`src/rtl/draw_scheduler_if.sv`:
```
// Drawer and framebuffer bus shared by draw_scheduler.
// master = scheduler side, slave = drawers + framebuffer.
interface draw_scheduler_if #(
  parameter int NUM_CLIENTS = 3
);
  logic [NUM_CLIENTS-1:0]    client_start;
  logic [NUM_CLIENTS-1:0]    client_done;
  logic [NUM_CLIENTS*10-1:0] client_x;
  logic [NUM_CLIENTS*9-1:0]  client_y;
  logic [NUM_CLIENTS*4-1:0]  client_color;
  logic [9:0]                fb_x;
  logic [8:0]                fb_y;
  logic [3:0]                fb_color;
  logic                      fb_we;

  modport master (
    output client_start,
    input  client_done,
    input  client_x,
    input  client_y,
    input  client_color,
    output fb_x,
    output fb_y,
    output fb_color,
    output fb_we
  );

  modport slave (
    input  client_start,
    output client_done,
    output client_x,
    output client_y,
    output client_color,
    input  fb_x,
    input  fb_y,
    input  fb_color,
    input  fb_we
  );
endinterface

```
`src/rtl/draw_scheduler.sv`:
```
// Per-frame sequencer sharing one framebuffer write port
// among sprite drawers, serviced in fixed index order.
module draw_scheduler #(
  parameter int NUM_CLIENTS    = 3,
  parameter int TIMEOUT_CYCLES = 4096
) (
  input  logic                   clock,
  input  logic                   reset,
  input  logic                   frame_tick,
  input  logic [NUM_CLIENTS-1:0] enable,
  draw_scheduler_if.master       bus,
  output logic [1:0]             grant,
  output logic                   busy,
  output logic                   frame_done,
  output logic                   overrun,
  output logic [7:0]             missed_frames,
  output logic [NUM_CLIENTS-1:0] timeout
);

  localparam int TW = $clog2(TIMEOUT_CYCLES);
  localparam logic [1:0] LAST = 2'(NUM_CLIENTS - 1);
  localparam logic [TW-1:0] TMAX = TW'(TIMEOUT_CYCLES - 1);

  typedef enum logic [2:0] {
    IDLE, SCAN, START, GUARD, WAIT, DONE
  } state_t;

  state_t                 state, state_n;
  logic [1:0]             grant_n;
  logic [NUM_CLIENTS-1:0] en_q, en_n;
  logic [NUM_CLIENTS-1:0] to_n;
  logic [TW-1:0]          tcnt, tcnt_n;
  logic [7:0]             missed_n;
  logic [NUM_CLIENTS-1:0] start_v;
  logic                   we;
  logic                   last;
  logic                   done_g;

  always_ff @(posedge clock) begin
    if (!reset) begin
      state         <= IDLE;
      grant         <= '0;
      en_q          <= '0;
      tcnt          <= '0;
      timeout       <= '0;
      missed_frames <= '0;
    end else begin
      state         <= state_n;
      grant         <= grant_n;
      en_q          <= en_n;
      tcnt          <= tcnt_n;
      timeout       <= to_n;
      missed_frames <= missed_n;
    end
  end

  assign last    = (grant == LAST);
  assign done_g  = bus.client_done[grant];
  assign busy    = (state != IDLE);
  assign overrun = reset && frame_tick && busy;

  always_comb begin
    missed_n = missed_frames;
    if (overrun && missed_frames != 8'hFF)
      missed_n = missed_frames + 8'd1;
  end

  always_comb begin
    state_n    = state;
    grant_n    = grant;
    en_n       = en_q;
    tcnt_n     = tcnt;
    to_n       = timeout;
    start_v    = '0;
    we         = 1'b0;
    frame_done = 1'b0;
    unique case (state)
      IDLE: begin
        if (frame_tick) begin
          en_n    = enable;
          grant_n = '0;
          state_n = SCAN;
        end
      end
      SCAN: begin
        if (en_q[grant])
          state_n = START;
        else if (last)
          state_n = DONE;
        else
          grant_n = grant + 2'd1;
      end
      START: begin
        start_v[grant] = 1'b1;
        tcnt_n         = '0;
        state_n        = GUARD;
      end
      // drawer spends this cycle in its own start state
      GUARD: state_n = WAIT;
      WAIT: begin
        we = !done_g;
        if (done_g || tcnt == TMAX) begin
          if (!done_g)
            to_n[grant] = 1'b1;
          if (last) begin
            state_n = DONE;
          end else begin
            grant_n = grant + 2'd1;
            state_n = SCAN;
          end
        end else begin
          tcnt_n = tcnt + 1'b1;
        end
      end
      DONE: begin
        frame_done = 1'b1;
        state_n    = IDLE;
      end
      default: state_n = IDLE;
    endcase
  end

  // gate to zero so idle drawer outputs never reach the bus
  always_comb begin
    bus.fb_x     = '0;
    bus.fb_y     = '0;
    bus.fb_color = '0;
    for (int i = 0; i < NUM_CLIENTS; i++) begin
      if (we && grant == 2'(i)) begin
        bus.fb_x     = bus.client_x[i*10 +: 10];
        bus.fb_y     = bus.client_y[i*9 +: 9];
        bus.fb_color = bus.client_color[i*4 +: 4];
      end
    end
  end

  assign bus.fb_we        = we;
  assign bus.client_start = start_v;

endmodule

```
`src/flat_wrapper.sv`:
```
// flat-port wrapper written by rule: the top's interface ports become plain ports
module draw_scheduler_flat 
#(
  parameter int NUM_CLIENTS    = 3,
  parameter int TIMEOUT_CYCLES = 4096
)
  (clock, reset, frame_tick, enable, grant, busy, frame_done, overrun, missed_frames, timeout, bus_client_start, bus_client_done, bus_client_x, bus_client_y, bus_client_color, bus_fb_x, bus_fb_y, bus_fb_color, bus_fb_we);
  draw_scheduler_if #(.NUM_CLIENTS(NUM_CLIENTS)) bus_i ();
  input  logic clock;
  input  logic reset;
  input  logic frame_tick;
  input  logic [NUM_CLIENTS-1:0] enable;
  output logic [1:0] grant;
  output logic busy;
  output logic frame_done;
  output logic overrun;
  output logic [7:0] missed_frames;
  output logic [NUM_CLIENTS-1:0] timeout;
  output wire logic [$bits(bus_i.client_start)-1:0] bus_client_start;
  input wire logic [$bits(bus_i.client_done)-1:0] bus_client_done;
  input wire logic [$bits(bus_i.client_x)-1:0] bus_client_x;
  input wire logic [$bits(bus_i.client_y)-1:0] bus_client_y;
  input wire logic [$bits(bus_i.client_color)-1:0] bus_client_color;
  output wire logic [$bits(bus_i.fb_x)-1:0] bus_fb_x;
  output wire logic [$bits(bus_i.fb_y)-1:0] bus_fb_y;
  output wire logic [$bits(bus_i.fb_color)-1:0] bus_fb_color;
  output wire logic [$bits(bus_i.fb_we)-1:0] bus_fb_we;
  assign bus_client_start = bus_i.client_start;
  assign bus_i.client_done = bus_client_done;
  assign bus_i.client_x = bus_client_x;
  assign bus_i.client_y = bus_client_y;
  assign bus_i.client_color = bus_client_color;
  assign bus_fb_x = bus_i.fb_x;
  assign bus_fb_y = bus_i.fb_y;
  assign bus_fb_color = bus_i.fb_color;
  assign bus_fb_we = bus_i.fb_we;
  draw_scheduler #(.NUM_CLIENTS(NUM_CLIENTS), .TIMEOUT_CYCLES(TIMEOUT_CYCLES)) u_core (.clock(clock), .reset(reset), .frame_tick(frame_tick), .enable(enable), .bus(bus_i), .grant(grant), .busy(busy), .frame_done(frame_done), .overrun(overrun), .missed_frames(missed_frames), .timeout(timeout));
endmodule
```
`config.mk`:
```
export PLATFORM = sky130hd
export DESIGN_NAME = draw_scheduler_flat
export DESIGN_NICKNAME = d
export VERILOG_FILES = /design/src/rtl/draw_scheduler_if.sv /design/src/rtl/draw_scheduler.sv /design/src/flat_wrapper.sv
export SDC_FILE = /design/constraint.sdc
export NUM_CORES = 1
export LEC_CHECK = 0
export CAP_MARGIN = 20
export CORE_ASPECT_RATIO = 0.5
export CORE_MARGIN = 2
export CORE_UTILIZATION = 43
export CTS_BUF_LIST = sky130_fd_sc_hd__clkbuf_4
export CTS_CLUSTER_DIAMETER = 50
export DETAILED_ROUTE_END_ITERATION = 12
export PLACE_DENSITY = 0.89
export SLEW_MARGIN = 25
export SYNTH_ARGS = -nofsm -noshare
export SYNTH_HDL_FRONTEND = slang
export SYNTH_SLANG_ARGS = --single-unit
```
`constraint.sdc`:
```
create_clock -name clock -period 5.6 [get_ports clock]
set_clock_uncertainty 0.1 [all_clocks]
set_input_delay 1.12 -clock clock [delete_from_list [all_inputs] [get_ports clock]]
set_output_delay 1.12 -clock clock [all_outputs]
set_load 0.02 [all_outputs]
```
Word level (Yosys, flattened, before mapping)
Index checks and enable logic that the tools add are counted.

operators by class
  eq/ne operators = 14
  reduce and logical (&&, ||, !) cells = 19
  shift operators = 0
  order comparisons = 2
  mux-type cells = 31
  div/mod/pow operators = 0
  multipliers = 0
  bitwise gates (word level) = 2
  add/sub/neg operators = 3

operators by type and width
  kind                                                                   count
  10-bit two-way mux                                                     3
  9-bit two-way mux                                                      3
  12-bit case mux with 2 select lines                                    1
  3-bit two-way mux                                                      6
  3-bit case mux with 5 select lines                                     1
  12-bit by 1-bit adder with 12-bit output, second input constant        1
  12-bit equality test, second input constant                            1
  12-bit two-way mux                                                     1
  4-bit two-way mux                                                      3
  8-bit by 1-bit adder with 8-bit output, second input constant          1
  2-bit two-way mux                                                      4
  8-bit inequality test, second input constant                           1
  1-bit logical AND                                                      7
  3-bit by 2-bit equality test with 1-bit output, second input constant  2
  3-bit equality test, second input constant                             2
  2-bit inequality test, second input constant                           3
  2-bit case mux with 3 select lines                                     1
  3-bit AND reduction                                                    2
  3-bit nonzero test                                                     2
  1-bit two-way mux                                                      5
  1-bit binary-select mux with 2-bit select                              2
  2-bit AND reduction                                                    2
  4-bit AND reduction                                                    1
  3-bit by 1-bit equality test with 1-bit output, second input constant  1
  15 further kinds                                                       15

word-level totals
  word-level logic and storage cells = 77
  bits in writable memories = 0
  bits in registers = 31
  bits in read-only memories = 0
  memories kept = 0
  bits in latches = 0

Longest topological paths before layout
  depth in word-level cells = 8
  gate-level depth with buffers = 8
  mapped depth without buffers = 6

Worst setup path after synthesis
OpenSTA, ideal clock, no wires.

  kind = input-to-output
  start point = input bus_client_done[2]
  end point = output bus_fb_color[0]
  data required time = 4.380 ns
  stages = 8
  slack = 1.902 ns
  data arrival time = 2.478 ns
  cell sequence = mux2i_1 o2111ai_2 inv_2 and3_1 buf_2 buf_6 a22oi_2 a21oi_1

between the ends
  word-level cells in the longest chain between the ends = 8
  elaborated cells on any way between the ends = 10
  classes of those cells = 6 x mux; 4 x reduce/logical

RTL lines
  what                                         line                   source
  start: declaration                           flat_wrapper.sv:20     input wire logic [$bits(bus_i.client_done)-1:0] bus_client_done;
  1-bit binary-select mux with 2-bit select *  draw_scheduler.sv:58   assign done_g = bus.client_done[grant];
  1-bit two-way mux (implied by the code) *    draw_scheduler.sv:58
  1-bit logical NOT *                          draw_scheduler.sv:101  we = !done_g;
  1-bit two-way mux *                          draw_scheduler.sv:77   unique case (state)
  net bus_fb_we                                flat_wrapper.sv:27     output wire logic [$bits(bus_i.fb_we)-1:0] bus_fb_we;
  1-bit logical AND                            draw_scheduler.sv:129  if (we && grant == 2'(i)) begin
  4-bit two-way mux (2 in a row)               draw_scheduler.sv:129
  4-bit two-way mux *                          draw_scheduler.sv:129
  end: declaration                             flat_wrapper.sv:26     output wire logic [$bits(bus_i.fb_color)-1:0] bus_fb_color;

Mark *: on every way through the listed nets, which the timed path passes. The rest lies on a longest branch. The select of a mux whose other input is x is not followed.

Worst setup path after layout
  start point = input bus_client_done[2]
  end point = output bus_fb_y[3]

between the ends
  word-level cells in the longest chain between the ends = 8
  elaborated cells on any way between the ends = 10
  classes of those cells = 6 x mux; 4 x reduce/logical

RTL lines
  what                                         line                   source
  1-bit binary-select mux with 2-bit select *  draw_scheduler.sv:58
  1-bit two-way mux (implied by the code) *    draw_scheduler.sv:58
  1-bit logical NOT *                          draw_scheduler.sv:101
  1-bit two-way mux *                          draw_scheduler.sv:77
  1-bit logical AND                            draw_scheduler.sv:129
  9-bit two-way mux (2 in a row)               draw_scheduler.sv:129
  9-bit two-way mux *                          draw_scheduler.sv:129
  end: declaration                             flat_wrapper.sv:25     output wire logic [$bits(bus_i.fb_y)-1:0] bus_fb_y;

Every way passes the cells marked *; elsewhere a longest branch is shown, timed or not. The select of a mux whose other input is x is not followed.

==> impl_metrics.toml <==
[synthesis]
synth_most_common_cell = "nor2_1"
syn_area_mm2 = 0.00217
syn_inst = 267
yosysTopAreaCell = "dfxtp_1"
synthArstFlopShare_pct = 0
yosys_warnings = 0
synth_flop_cell = "dfxtp_1"
avgSynthCellArea_um2 = 8.13
syn_nets = 350
synth_common_cells = "nor2_1, dfxtp_1, a21oi_1"
yosysSeqAreaShare_pct = 28.6
synth_edf_count = 0
ys_types = 46
yosys-top-cells-area = "dfxtp_1, a22oi_2, nor2_1"
synth_top_area_share_pct = 28.6
synth-seq-cells = 31

[clocking]
clkLatencyLatePin_ps = 330
cts.path.max_buffers = 2
path_clk_slew_ps = 80
clock-sinks = 31
ctsHoldBuffers = 0
cts_buffers = 5
cts_tree = "done"
cts_root_buf = "clkbuf_4"
h-tree-depth = 2
cts-resized-gates = 0
post-cts-setup-buffer-count = 0

[global_routing]
grt_max_degree = 47
grt_use_met3_pct = 6.43
grt_use_met2_pct = 45.6
grt_pass1_vias = 2258
antenna_found_initial = 0
grt_pass1_wl_um = 10700
grt_usage_pct = 23.9
top_usage_layer = "met2"
grtUsageMet1_pct = 27.3
grt_overflow = 0

[floorplan]
fp.dieH_um = 54.2
rows = 18
core_mm2 = 0.00489
start_util_pct = 44.4
fp.dieW_um = 104
io_pins = 121
die_area_mm2 = 0.00567

[drt]
antenna_left = 0
route.detailed.drc = 0
routed_wl_um = 6860
drtIter0Drc = 186
vias = 2428
first_pass_iters = 4
wl_per_cell_um = 15.1
vias_per_cell = 5.34

[final_layout]
nets = 468
fill_cells = 382
syn_to_final_growth_pct = 59.6
n_antenna_cell = 0
drive_above_1_share_pct = 9.61

[critical_path]
cp.arrival_ps = 3770
start_kind = "primary input"
crit_type = "primary input to output port"
r2r_cells = 5
crit_fanout = 13
cp-end-kind = "output port"
crit_required_ps = 4380

[job]
drv_cap = 0

[timing]
finalHoldViolCount = 0
setup_viol = 0
grt_setup_unrepaired = "false"
fmax_ghz = 0.200
fin_setup_tns_ps = 0
min_period_ps = 4990
period_share_pct = 89.2
fin_hold_ws_ps = 405
slew_violations = 0
max_slew_margin_pct = 59.5
worst_pin_slew_ps = 599

[place]
io_buffers = 120
hpwl_um = 5340
gp_congestion = 0.886

[pwr]
p_leak_nw = 1.19
peakVddDrop_uv = 111
powerDensity_mw_per_mm2 = 134

[status]
status = "completed"

[worst_hold_path]
hp-class = "flip-flop to flip-flop"
hold_depth = 2
[area by class of cell]
class | instances | area (um2) | share of cell area [%]
multi-input combinational | 211 | 1430 | 41.2
timing repair buffer | 126 | 1250 | 36.0
sequential | 31 | 621 | 17.9
tap | 70 | 87.6 | 2.53
clock buffer | 5 | 37.5 | 1.08
inverter | 10 | 37.5 | 1.08
clock inverter | 2 | 8.76 | 0.253
[power breakdown]
group | leakage [nW] | switching (mW) | internal [mW]
registers | 0.251 | 0.00821 | 0.225
clock network | 0.0285 | 0.0731 | 0.0444
logic | 0.908 | 0.0420 | 0.0719
[cell families (layout without fill, tap and decap cells)]
logic type | count (synthesis) | after routing | share of synthesized area (%)
and+or+nand+nor | 107 | 107 | 25.2
AOI/OAI and AO/OA | 77 | 77 | 28.1
DFF | 31 | 31 | 28.6
buffers and inverters | 25 | 143 | 5.82
xor gates and xnor gates | 14 | 14 | 5.65
muxes | 8 | 8 | 3.69
adders and majority gates | 5 | 5 | 2.88
[per-layer routing]
layer / wire length, um / vias to the layer above
met4: 105 / 0
met1: 2820 / 1123
li1: - / 1199
met2: 3460 / 93
met5: 0 / -
met3: 476 / 13
[through the flow]
step	setup WS, ps	power (mW)	util (%)	area (um2)	instances
floorplan	1900	0.277	-	2170	267
global placement	729	0.349	69.9	3420	448
detailed placement	649	0.351	69.9	3420	448
CTS	644	0.468	70.9	3460	455
global route	481	0.490	70.9	3460	455
finish	607	0.465	70.9	3460	455
[registers in the layout (all words and copies together), names as in the netlist]
register and count:
u_core.missed_frames 8, u_core.tcnt 12, u_core.state 3, u_core.timeout 3
u_core.grant 2, u_core.en_q 3
[path summary, 6_finish.rpt]
check	startpoint	to	slack (ps)
worst min-delay path	u_core.timeout[1]$_SDFFE_PN0P_	u_core.timeout[1]$_SDFFE_PN0P_	410
worst min register to register	u_core.timeout[1]$_SDFFE_PN0P_	u_core.timeout[1]$_SDFFE_PN0P_	410
worst max register to register	u_core.state[1]$_SDFFE_PN0P_	u_core.tcnt[7]$_SDFFE_PN0P_	3250
worst max-delay path	bus_client_done[2]	bus_fb_y[3]	610
[placed cells by master (no fill, tap or decap), types with 4 or more instances in the layout]
cell,n
xnor2_1,11
inv_1,9
mux2i_1,8
nand4_1,6
ha_1,5
dfxtp_1,31
a21oi_1,26
nor2b_1,9
nand3_1,7
nor2_1,39
nor3b_1,4
clkdlybuf4s50_1,120
clkbuf_4,5
nor3_1,6
a22oi_2,20
and2_1,8
buf_4,6
o21ai_0,6
nand2_1,12
[critical path: stages]
cell,delay (ps)
clkdlybuf4s50_1,390
mux2i_1,160
o2111ai_2,340
inv_2,220
and3_1,340
buf_4,270
a22oi_2,70
a21oi_1,200
clkdlybuf4s50_1,650
Power figures use the tool's default switching activity.
